$ cat src/rtl/exec_pkg.sv
// Shared definitions for the execute-stage sequencer: opcodes, ALU flag
// bit positions and the sequencer state encoding.
package exec_pkg;

  localparam logic [2:0] OP_ADD   = 3'b000;
  localparam logic [2:0] OP_INV   = 3'b001;
  localparam logic [2:0] OP_LOAD  = 3'b010;
  localparam logic [2:0] OP_STORE = 3'b011;
  localparam logic [2:0] OP_NOP   = 3'b100;

  localparam int FLG_C = 0;
  localparam int FLG_Z = 1;
  localparam int FLG_N = 2;
  localparam int FLG_V = 3;

  typedef enum logic [1:0] {
    ST_IDLE,
    ST_EXEC,
    ST_MEM,
    ST_RESP
  } exec_state_e;

  function automatic logic is_mem_op(input logic [2:0] op);
    return (op == OP_LOAD) || (op == OP_STORE);
  endfunction

endpackage

$ cat src/rtl/exec_mem_timer.sv
// Wait counter for the memory handshake; expired pulses on the cycle the
// count would reach LIMIT, so the caller leaves MEM after exactly LIMIT cycles.
module exec_mem_timer #(
  parameter int LIMIT = 64,
  parameter int CNT_W = $clog2(LIMIT + 1)
) (
  input  logic clk,
  input  logic rst,
  input  logic clear,
  input  logic enable,
  output logic expired
);

  logic [CNT_W-1:0] count;

  always_ff @(posedge clk or posedge rst) begin
    if (rst) begin
      count <= '0;
    end else if (clear) begin
      count <= '0;
    end else if (enable) begin
      count <= count + CNT_W'(1);
    end
  end

  assign expired = enable && (count == CNT_W'(LIMIT - 1));

endmodule

$ cat src/rtl/exec_stage_ctrl.sv
// Execute-stage sequencer: decode handshake, ALU drive, CCR, memory handshake
// and writeback handshake. Optional memory abort timer under EXEC_MEM_TIMEOUT_EN.
module exec_stage_ctrl
  import exec_pkg::*;
#(
  parameter int DATA_W      = 16,
  parameter int REG_W       = 3,
  parameter int MEM_TIMEOUT = 64
) (
  input  logic              clk,
  input  logic              rst,
  input  logic              in_valid,
  output logic              in_ready,
  input  logic [2:0]        in_op,
  input  logic [DATA_W-1:0] in_src,
  input  logic [DATA_W-1:0] in_dst,
  input  logic [DATA_W-1:0] in_wdata,
  input  logic [REG_W-1:0]  in_rd,
  output logic [2:0]        alu_op,
  output logic [DATA_W-1:0] alu_src,
  output logic [DATA_W-1:0] alu_dst,
  input  logic [DATA_W-1:0] alu_result,
  input  logic [3:0]        alu_flags,
  output logic              mem_req,
  output logic              mem_we,
  output logic [DATA_W-1:0] mem_addr,
  output logic [DATA_W-1:0] mem_wdata,
  input  logic              mem_ack,
  input  logic [DATA_W-1:0] mem_rdata,
  output logic              out_valid,
  input  logic              out_ready,
  output logic [DATA_W-1:0] out_result,
  output logic [REG_W-1:0]  out_rd,
  output logic              out_wb_en,
  output logic              out_err,
  output logic [3:0]        ccr
);

  exec_state_e state, state_next;

  logic [2:0]        op_q;
  logic [DATA_W-1:0] src_q, dst_q, wdata_q;
  logic [REG_W-1:0]  rd_q;
  logic [DATA_W-1:0] result_q, addr_q;
  logic              wb_en_q, err_q;
  logic [3:0]        ccr_q;
  logic              mem_abort;

  // Handshake and memory strobes decode straight from state so reset kills them at once.
  assign in_ready  = (state == ST_IDLE);
  assign out_valid = (state == ST_RESP);
  assign mem_req   = (state == ST_MEM);
  assign mem_we    = mem_req && (op_q == OP_STORE);

  assign alu_op     = op_q;
  assign alu_src    = src_q;
  assign alu_dst    = dst_q;
  assign mem_addr   = addr_q;
  assign mem_wdata  = wdata_q;
  assign out_result = result_q;
  assign out_rd     = rd_q;
  assign out_wb_en  = wb_en_q;
  assign out_err    = err_q;
  assign ccr        = ccr_q;

`ifdef EXEC_MEM_TIMEOUT_EN
  // An ack suppresses enable, so expired can never beat a same-cycle ack.
  exec_mem_timer #(
    .LIMIT(MEM_TIMEOUT)
  ) u_mem_timer (
    .clk    (clk),
    .rst    (rst),
    .clear  (state == ST_EXEC),
    .enable (mem_req && !mem_ack),
    .expired(mem_abort)
  );
`else
  assign mem_abort = 1'b0;
  wire unused_timeout = (MEM_TIMEOUT != 0);
`endif

  always_ff @(posedge clk or posedge rst) begin
    if (rst) begin
      state <= ST_IDLE;
    end else begin
      state <= state_next;
    end
  end

  always_comb begin
    state_next = state;
    unique case (state)
      ST_IDLE: if (in_valid) state_next = ST_EXEC;
      ST_EXEC: state_next = is_mem_op(op_q) ? ST_MEM : ST_RESP;
      ST_MEM:  if (mem_ack || mem_abort) state_next = ST_RESP;
      ST_RESP: if (out_ready) state_next = ST_IDLE;
      default: state_next = ST_IDLE;
    endcase
  end

  always_ff @(posedge clk or posedge rst) begin
    if (rst) begin
      op_q     <= '0;
      src_q    <= '0;
      dst_q    <= '0;
      wdata_q  <= '0;
      rd_q     <= '0;
      result_q <= '0;
      addr_q   <= '0;
      wb_en_q  <= 1'b0;
      err_q    <= 1'b0;
      ccr_q    <= '0;
    end else begin
      case (state)
        ST_IDLE: begin
          if (in_valid) begin
            op_q    <= in_op;
            src_q   <= in_src;
            dst_q   <= in_dst;
            wdata_q <= in_wdata;
            rd_q    <= in_rd;
          end
        end
        ST_EXEC: begin
          result_q <= '0;
          wb_en_q  <= 1'b0;
          err_q    <= 1'b0;
          case (op_q)
            OP_ADD: begin
              result_q <= alu_result;
              wb_en_q  <= 1'b1;
              ccr_q    <= alu_flags;
            end
            OP_INV: begin
              result_q     <= alu_result;
              wb_en_q      <= 1'b1;
              ccr_q[FLG_Z] <= alu_flags[FLG_Z];
            end
            OP_LOAD, OP_STORE: addr_q <= alu_result;
            OP_NOP: ;
            default: err_q <= 1'b1;
          endcase
        end
        ST_MEM: begin
          if (mem_ack) begin
            if (op_q == OP_LOAD) begin
              result_q <= mem_rdata;
              wb_en_q  <= 1'b1;
            end else begin
              result_q <= addr_q;
            end
          end else if (mem_abort) begin
            err_q <= 1'b1;
          end
        end
        default: ;
      endcase
    end
  end

endmodule

$ cat config.mk
export PLATFORM = sky130hd
export DESIGN_NAME = exec_stage_ctrl
export DESIGN_NICKNAME = d
export VERILOG_FILES = /design/src/rtl/exec_pkg.sv /design/src/rtl/exec_mem_timer.sv /design/src/rtl/exec_stage_ctrl.sv
export SDC_FILE = /design/constraint.sdc
export NUM_CORES = 1
export LEC_CHECK = 0
export CAP_MARGIN = 0
export CORE_UTILIZATION = 41
export DETAILED_ROUTE_END_ITERATION = 16
export PLACE_DENSITY = 0.93
export REMOVE_ABC_BUFFERS = 1
export SLEW_MARGIN = 40
export SYNTH_ARGS = -nofsm -noshare
export SYNTH_HDL_FRONTEND = slang
export SYNTH_SLANG_ARGS = --single-unit
$ cat constraint.sdc
create_clock -name clk -period 3.5 [get_ports clk]
set_input_delay 0.7 -clock clk [delete_from_list [all_inputs] [get_ports clk]]
set_output_delay 0.7 -clock clk [all_outputs]
set_load 0.01 [all_outputs]
* Word-level counts from Yosys, hierarchy flattened
Index checks and enable logic that the tools add are counted.
** Operators by class
- Eq/ne operators :: 11
- Reduce and logical (&&, ||, !) cells :: 15
- Muxes and demuxes :: 14
** Operators by type and width (count)
- $mux 16 :: 3
- $pmux 16 s2 :: 1
- $reduce_and 2->1 :: 5
- $pmux 2 s4 :: 1
- $eq 3x2->1 const B :: 2
- $mux 2 :: 3
- $ne 2x1->1 const B :: 3
- $reduce_and 3->1 :: 2
- $mux 1 :: 5
- $reduce_or 5->1 :: 1
- $eq 2x2->1 const B :: 2
- $reduce_or 2->1 :: 2
- $eq 3x1->1 const B :: 1
- $eq 3x3->1 const B :: 1
- $logic_not 3->1 :: 1
- $eq 2x1->1 const B :: 1
- $logic_not 2->1 :: 1
- $ne 2x2->1 const B :: 1
- $pmux 1 s2 :: 1
- $reduce_bool 2->1 :: 1
- $logic_and 1x1->1 :: 1
- $logic_or 1x1->1 :: 1
** Word-level totals
- Output and inout port bits :: 96
- Bits of input ports :: 95
- Bits in registers :: 94

* Logic depth before layout (Yosys ltp)
Gate-level depths: netlist of the first run.
- Depth in word-level cells :: 4
- Mapped depth :: 6

* Worst setup path after synthesis of the first run
Ideal clock, no wire load.
- Path kind :: register -> output
- Start :: reg state[0]
- End :: out mem_we
- Arrival time :: 1114 ps
- Path slack :: 1686 ps
- Stages on the path, launching flop included :: 4
- Data required time :: 2800 ps
- Buffers on the path :: 0
- Path through :: dfrtp_1 -> inv_1 -> ha_1 -> and3_1
** Between the ends
- Longest elaborated chain between the ends :: 2
** RTL lines
- start, declared :: RTL line exec_stage_ctrl.sv:39 : exec_state_e state, state_next;
- start signal, assigned :: RTL line exec_stage_ctrl.sv:86 : state <= state_next;
- $eq 2x2->1 :: RTL line exec_stage_ctrl.sv:52 : assign mem_req = (state == ST_MEM);
- named net mem_req :: RTL line exec_stage_ctrl.sv:24 : output logic mem_req,
- $logic_and 1x1->1 :: RTL line exec_stage_ctrl.sv:53 : assign mem_we = mem_req && (op_q == OP_STORE);
- end, declared :: RTL line exec_stage_ctrl.sv:25 : output logic mem_we,
The timed path passes the listed nets, and every way through them passes these cells.

* Final worst setup path of the first run
- Start :: reg state[0]
- End :: out mem_we
** Between the ends
- Longest elaborated chain between the ends :: 2
** RTL lines (RTL line)
- $eq 2x2->1 :: exec_stage_ctrl.sv:52
- $logic_and 1x1->1 :: exec_stage_ctrl.sv:53
Every way passes these cells.

==> results_dict.tcl, run 1 <==
set metrics [dict create \
    hold_violations 0 \
    finalCritPeriodShare_pct 77.9 \
    num_vias 2945 \
    crit_type "flop to primary output" \
    synth_warnings 0 \
    synth_area_per_cell_um2 14.8 \
    r2r.worst_path.cells 5 \
    nets 559 \
    fin_util_pct 66.3 \
    gp_congestion 0.730 \
    cts_setup_buffers 0 \
    critPathRequiredTime_ns 2.80 \
    reg2reg_slack_ns 1.50 \
    drt_iter0_drc 62 \
    synth_edf_count 0 \
    die_h_um 99.5 \
    setup_viol 0 \
    synthFlopType "dfrtp_1" \
    critPathMaxFanout 8 \
    synth_top_area_share_pct 60.3 \
    period_needed_ns 2.73 \
    core-area_mm2 0.00924 \
    synthCells 263 \
    synthAdderAreaFrac_pct 1.60 \
    ys_async_sr_fraction_pct 100 \
    cts.htree.levels 3 \
    status "finished, final reports clean" \
    dp.final_hpwl_um 7660 \
    num_antenna_cells 0 \
    io_buffers 190 \
    synth_compound_area_share_pct 6.32 \
    synth-xor-area-share_pct 0 \
    r2r-start "state[0]" \
    min_path_cells 1 \
    fp-row-count 35 \
    relSlewSlack_pct 55.0 \
    final_cells 593 \
    grt_usage_pct 20.5 \
    wl_per_cell_um 16.8 \
    synth_commonest_cells "94 x dfrtp_1, 75 x mux2_2, 17 x mux2i_1, 16 x a22oi_1, 9 x o21ai_1" \
    grt_max_degree 55 \
    clock-skew-final_ns 0.0147 \
    fmax_mhz 367 \
    power.total_mw 5.36 \
    via_per_inst 4.97 \
    p_leak_nw 2.52 \
    critPathArrivalTime_ns 2.03 \
    synth_top_family_by_area "multiplexers" \
    grt_pass1_wl_um 15900 \
    clock_path_buffers 2 \
    drt-total-wl_um 9960 \
    rr_endpoint "mem_wdata[5]" \
    overflow 0 \
    synth.distinct_cells 28 \
    clkSlewWorstSetupHoldPaths_ns 0.09 \
    tightestPinTransition_ns 0.675 \
    yosysMostFrequentCell "dfrtp_1" \
    tns_ns 0 \
    die_area_mm2 0.00991 \
    min_from "alu_dst[5]" \
    power.density_mw_per_mm2 875 \
    grt_pass1_vias 3197 \
    ys_ff_latch 94 \
    cp-end-kind "primary output" \
    drv_slew 0 \
    synth-simple-area-share_pct 3.43 \
    yosysSeqAreaShare_pct 60.3 \
    max-cap-violations 0 \
    area_growth_pct 56.9 \
    netlist_top_cells_area "dfrtp_1 60%, mux2_2 22%, mux2i_1 4.4%" \
    dpl.cell_count 576 \
    worstSetupStartpointType "flop" \
    rsz0062_at_grt "false" \
    fp.dieW_um 99.5 \
    ir_drop_uv 519 \
    synth_mux_area_share_pct 26.0 \
    ant_nets 0 \
    worstSkewPairLatency_ns 0.34 \
    firstDrtPassIters 4 \
    numClockSinks 94 \
    antenna_found_initial 0 \
    cts_resized 0 \
    synth.cell_area_mm2 0.00390 \
    num_io_pins 191 \
    numCtsBuffers 9 \
    start_util_pct 42.2 \
    cts_tree "built" \
    holdBufCountCts 0 \
    fin_hold_ws_ns 0.510 \
    root_buffer "clkbuf_8" \
    drive_above_1_share_pct 21.8 \
    worst_hold_path_type "flop to flop" \
    yosysTopAreaCell "dfrtp_1" \
    hold_path_end "alu_dst[5]" \
    drc_errors 0 \
]
[metal layers]
layer	routed length (um)	part of all wire (%)	vias up	GRT usage [%]
met1	3770	38	1450	23.1
met4	50	0.50	0	5.09
li1	-	-	1347	-
met3	932	9.4	5	6.96
met2	5210	52	143	37.1
met5	0	0	-	0
[how the worst max path moves through the flow]
| stage | start | slack (ns) | endpoint | cells past startpoint |
|---|---|---|---|---|
| floorplan | rst | 0.35 | alu_dst[0] | 1 |
| global placement | in_valid | 1.22 | alu_src[1] | 4 |
| detailed placement | state[0] | 1.16 | mem_we | 4 |
| CTS | state[0] | 0.78 | mem_we | 4 |
| global route | state[0] | 0.69 | mem_we | 4 |
| finish | state[0] | 0.77 | mem_we | 4 |
[critical path: stages (launching register included)]
cell,delay [ns]
dfrtp_1,0.45
inv_1,0.13
ha_1,0.37
and3_1,0.22
clkdlybuf4s50_1,0.53
[through the flow]
step                setup WS (ns)  area, um^2
floorplan                   0.351        3820
global placement             1.22        5930
detailed placement           1.16        5940
CTS                         0.778        6110
global route                0.689        6120
finish                      0.775        6120
[sequential cells by signal, summed over array words and instances (netlist names)]
register,count
alu_op,3
ccr,4
state,2
alu_dst,16
mem_wdata,16
out_rd,3
out_wb_en,1
out_err,1
out_result,16
mem_addr,16
alu_src,16
[final cells by class]
class | count | area [um^2]
sequential | 94 | 2350
multi-input combinational | 154 | 1470
fill | 686 | 3120
clock buffer | 11 | 131
tap | 129 | 161
timing repair buffer | 196 | 1950
clock inverter | 5 | 43.8
inverter | 4 | 16.3
[report_power, final]
group,internal [mW],total [mW],switching [mW]
logic,1.66,2.72,1.06
registers,1.62,1.98,0.360
clock network,0.268,0.650,0.381
[logic make-up after synthesis]
family / Yosys count
AO/OA/AOI/OAI: 39
flip-flops: 94
multiplexers: 92
AND/OR/NAND/NOR: 18
adder cells (fa/ha/maj): 5
buffers and inverters: 15
[cell usage in the layout, fill, tap and decap left out, types with 2 or more instances in the layout]
master           synthesis  routed
clkdlybuf4s50_1          0     190
dfrtp_1                 94      94
mux2_2                  75      75
mux2i_1                 17      17
a22oi_1                 16      16
o21ai_1                  9       9
clkbuf_8                 0       9
o21ai_0                  8       8
ha_1                     5       5
buf_4                    0       5
nor2b_1                  4       4
inv_1                    4       3
nor2_1                   2       2
a211oi_1                 2       2
nand2_1                  3       2
a21oi_1                  2       2
clkinvlp_4               0       2
clkbuf_1                 1       2
(Power assumes the default switching activity.)
==> run 2, diff against run 1 <==
Clock period 3.5 ns to 2.8 ns, I/O delays scaled along.
==> results_dict.tcl, run 2 (synthesis results as in run 1) <==
set metrics [dict create \
    cts_tree "built" \
    dpl.cell_count 576 \
    layout_commonest_cell "clkdlybuf4s50_1" \
    critPathArrivalTime_ns 2.01 \
    numClockSinks 94 \
    numCtsBuffers 9 \
    overflow 0 \
    critPathRequiredTime_ns 2.24 \
    drive_above_1_share_pct 22.2 \
    ant_nets 0 \
    dp.final_hpwl_um 7200 \
    tightestPinTransition_ns 0.680 \
    critPathMaxFanout 8 \
    num_antenna_cells 0 \
    num_vias 2894 \
    cp-end-kind "primary output" \
    worst_hold_path_type "flop to flop" \
    combPwrFrac_pct 50.6 \
    regArea_mm2 0.00235 \
    status "finished, final reports clean" \
    cts_setup_buffers 0 \
    grt_pass1_wl_um 15400 \
    antenna_found_initial 0 \
    via_per_inst 4.88 \
    multiInputGateArea_mm2 0.00147 \
    max-cap-violations 0 \
    drc_errors 0 \
    worstSetupStartpointType "flop" \
    power.density_mw_per_mm2 1090 \
    grt_max_degree 55 \
    cts_resized 0 \
    area_growth_pct 58.0 \
    power.share.clock_pct 12.7 \
    fp.dieW_um 99.5 \
    start_util_pct 42.2 \
    internal-power_mw 4.49 \
    finalCritPeriodShare_pct 91.8 \
    gp_congestion 0.761 \
    final_cell_mix "190 x clkdlybuf4s50_1, 94 x dfrtp_1, 75 x mux2_2" \
    grt_usage_pct 20.0 \
    switching_share_pct 33.1 \
    core-area_mm2 0.00924 \
    wl_per_cell_um 16.2 \
    stdcell_area_mm2 0.00616 \
    relSlewSlack_pct 54.0 \
    fp-row-count 35 \
    root_buffer "clkbuf_8" \
    ir_drop_uv 586 \
    cts.htree.levels 3 \
    num_io_pins 191 \
    io_buffers 190 \
    die_h_um 99.5 \
    period_needed_ns 2.57 \
    final_cells 593 \
    placed_area_mm2 0.00596 \
    crit_type "flop to primary output" \
    drt_iter0_drc 45 \
    hold_violations 0 \
    clock-skew-final_ns 0.00854 \
    drt-total-wl_um 9630 \
    clock_path_buffers 2 \
    firstDrtPassIters 4 \
    worstSkewPairLatency_ns 0.34 \
    nets 559 \
    power.switching_mw 2.23 \
    drv_slew 0 \
    grt_pass1_vias 3115 \
    tns_ns 0 \
    nFillCells 671 \
    setup_viol 0 \
    die_area_mm2 0.00991 \
    rsz0062_at_grt "false" \
    clkSlewWorstSetupHoldPaths_ns 0.09 \
    holdBufCountCts 0 \
    p_leak_nw 2.54 \
    pwr-share-seq_pct 36.7 \
    fmax_mhz 389 \
]
## run 2: path summary, 6_finish.rpt
path | from | endpoint | slack [ns] | depth (start not counted)
min in group asynchronous | rst | alu_dst[3] | 0.61 | 2
max in group asynchronous | rst | alu_dst[5] | 1.58 | 3
worst min register to register | mem_wdata[8] | mem_wdata[8] | 0.51 | 1
worst max register to register | state[1] | ccr[2] | 0.92 | 4
worst min-delay path | mem_wdata[8] | mem_wdata[8] | 0.51 | 1
worst max-delay path | state[0] | mem_we | 0.23 | 4
## run 2: layer usage
metal	wire length (um)	part of all wire, %	track usage [%]
met5	0	0	0
met4	137	1.4	6.00
met3	896	9.3	7.52
met2	4840	50	34.8
met1	3750	39	22.9
## run 2: cell type report
type	count	area share, %
Clock buffer	11	2.46
Clock inverter	5	0.670
Inverter	4	0.284
Multi-Input combinational cell	154	23.8
Sequential cell	94	38.2
Tap cell	129	2.62
Timing Repair Buffer	196	32.0
## run 2: metrics by stage
stage / worst slack [ns] / power [mW] / hold WS, ns / util (%)
3_5_place_dp: 0.594 / 5.91 / 0.492 / 64.5
3_3_place_gp: 0.648 / 5.75 / 0.487 / 64.5
2_1_floorplan: -0.209 / 4.03 / 0.549 / -
5_1_grt: 0.132 / 7.13 / 0.518 / 66.7
4_1_cts: 0.223 / 6.78 / 0.512 / 66.6
6_report: 0.228 / 6.72 / 0.509 / 66.7
## run 2: critical path, stage by stage (launching register included)
cell,delay (ns)
dfrtp_1,0.44
inv_1,0.13
ha_1,0.36
and3_1,0.21
clkdlybuf4s50_1,0.53
## run 2: power by group through the flow
stage          Combinational [mW]  Sequential [mW]  Clock (mW)
2_1_floorplan                1.30             2.73           0
3_3_place_gp                 3.32             2.43           0
3_5_place_dp                 3.42             2.49           0
4_1_cts                      3.43             2.47       0.881
5_1_grt                      3.64             2.56       0.935
6_report                     3.40             2.47       0.850
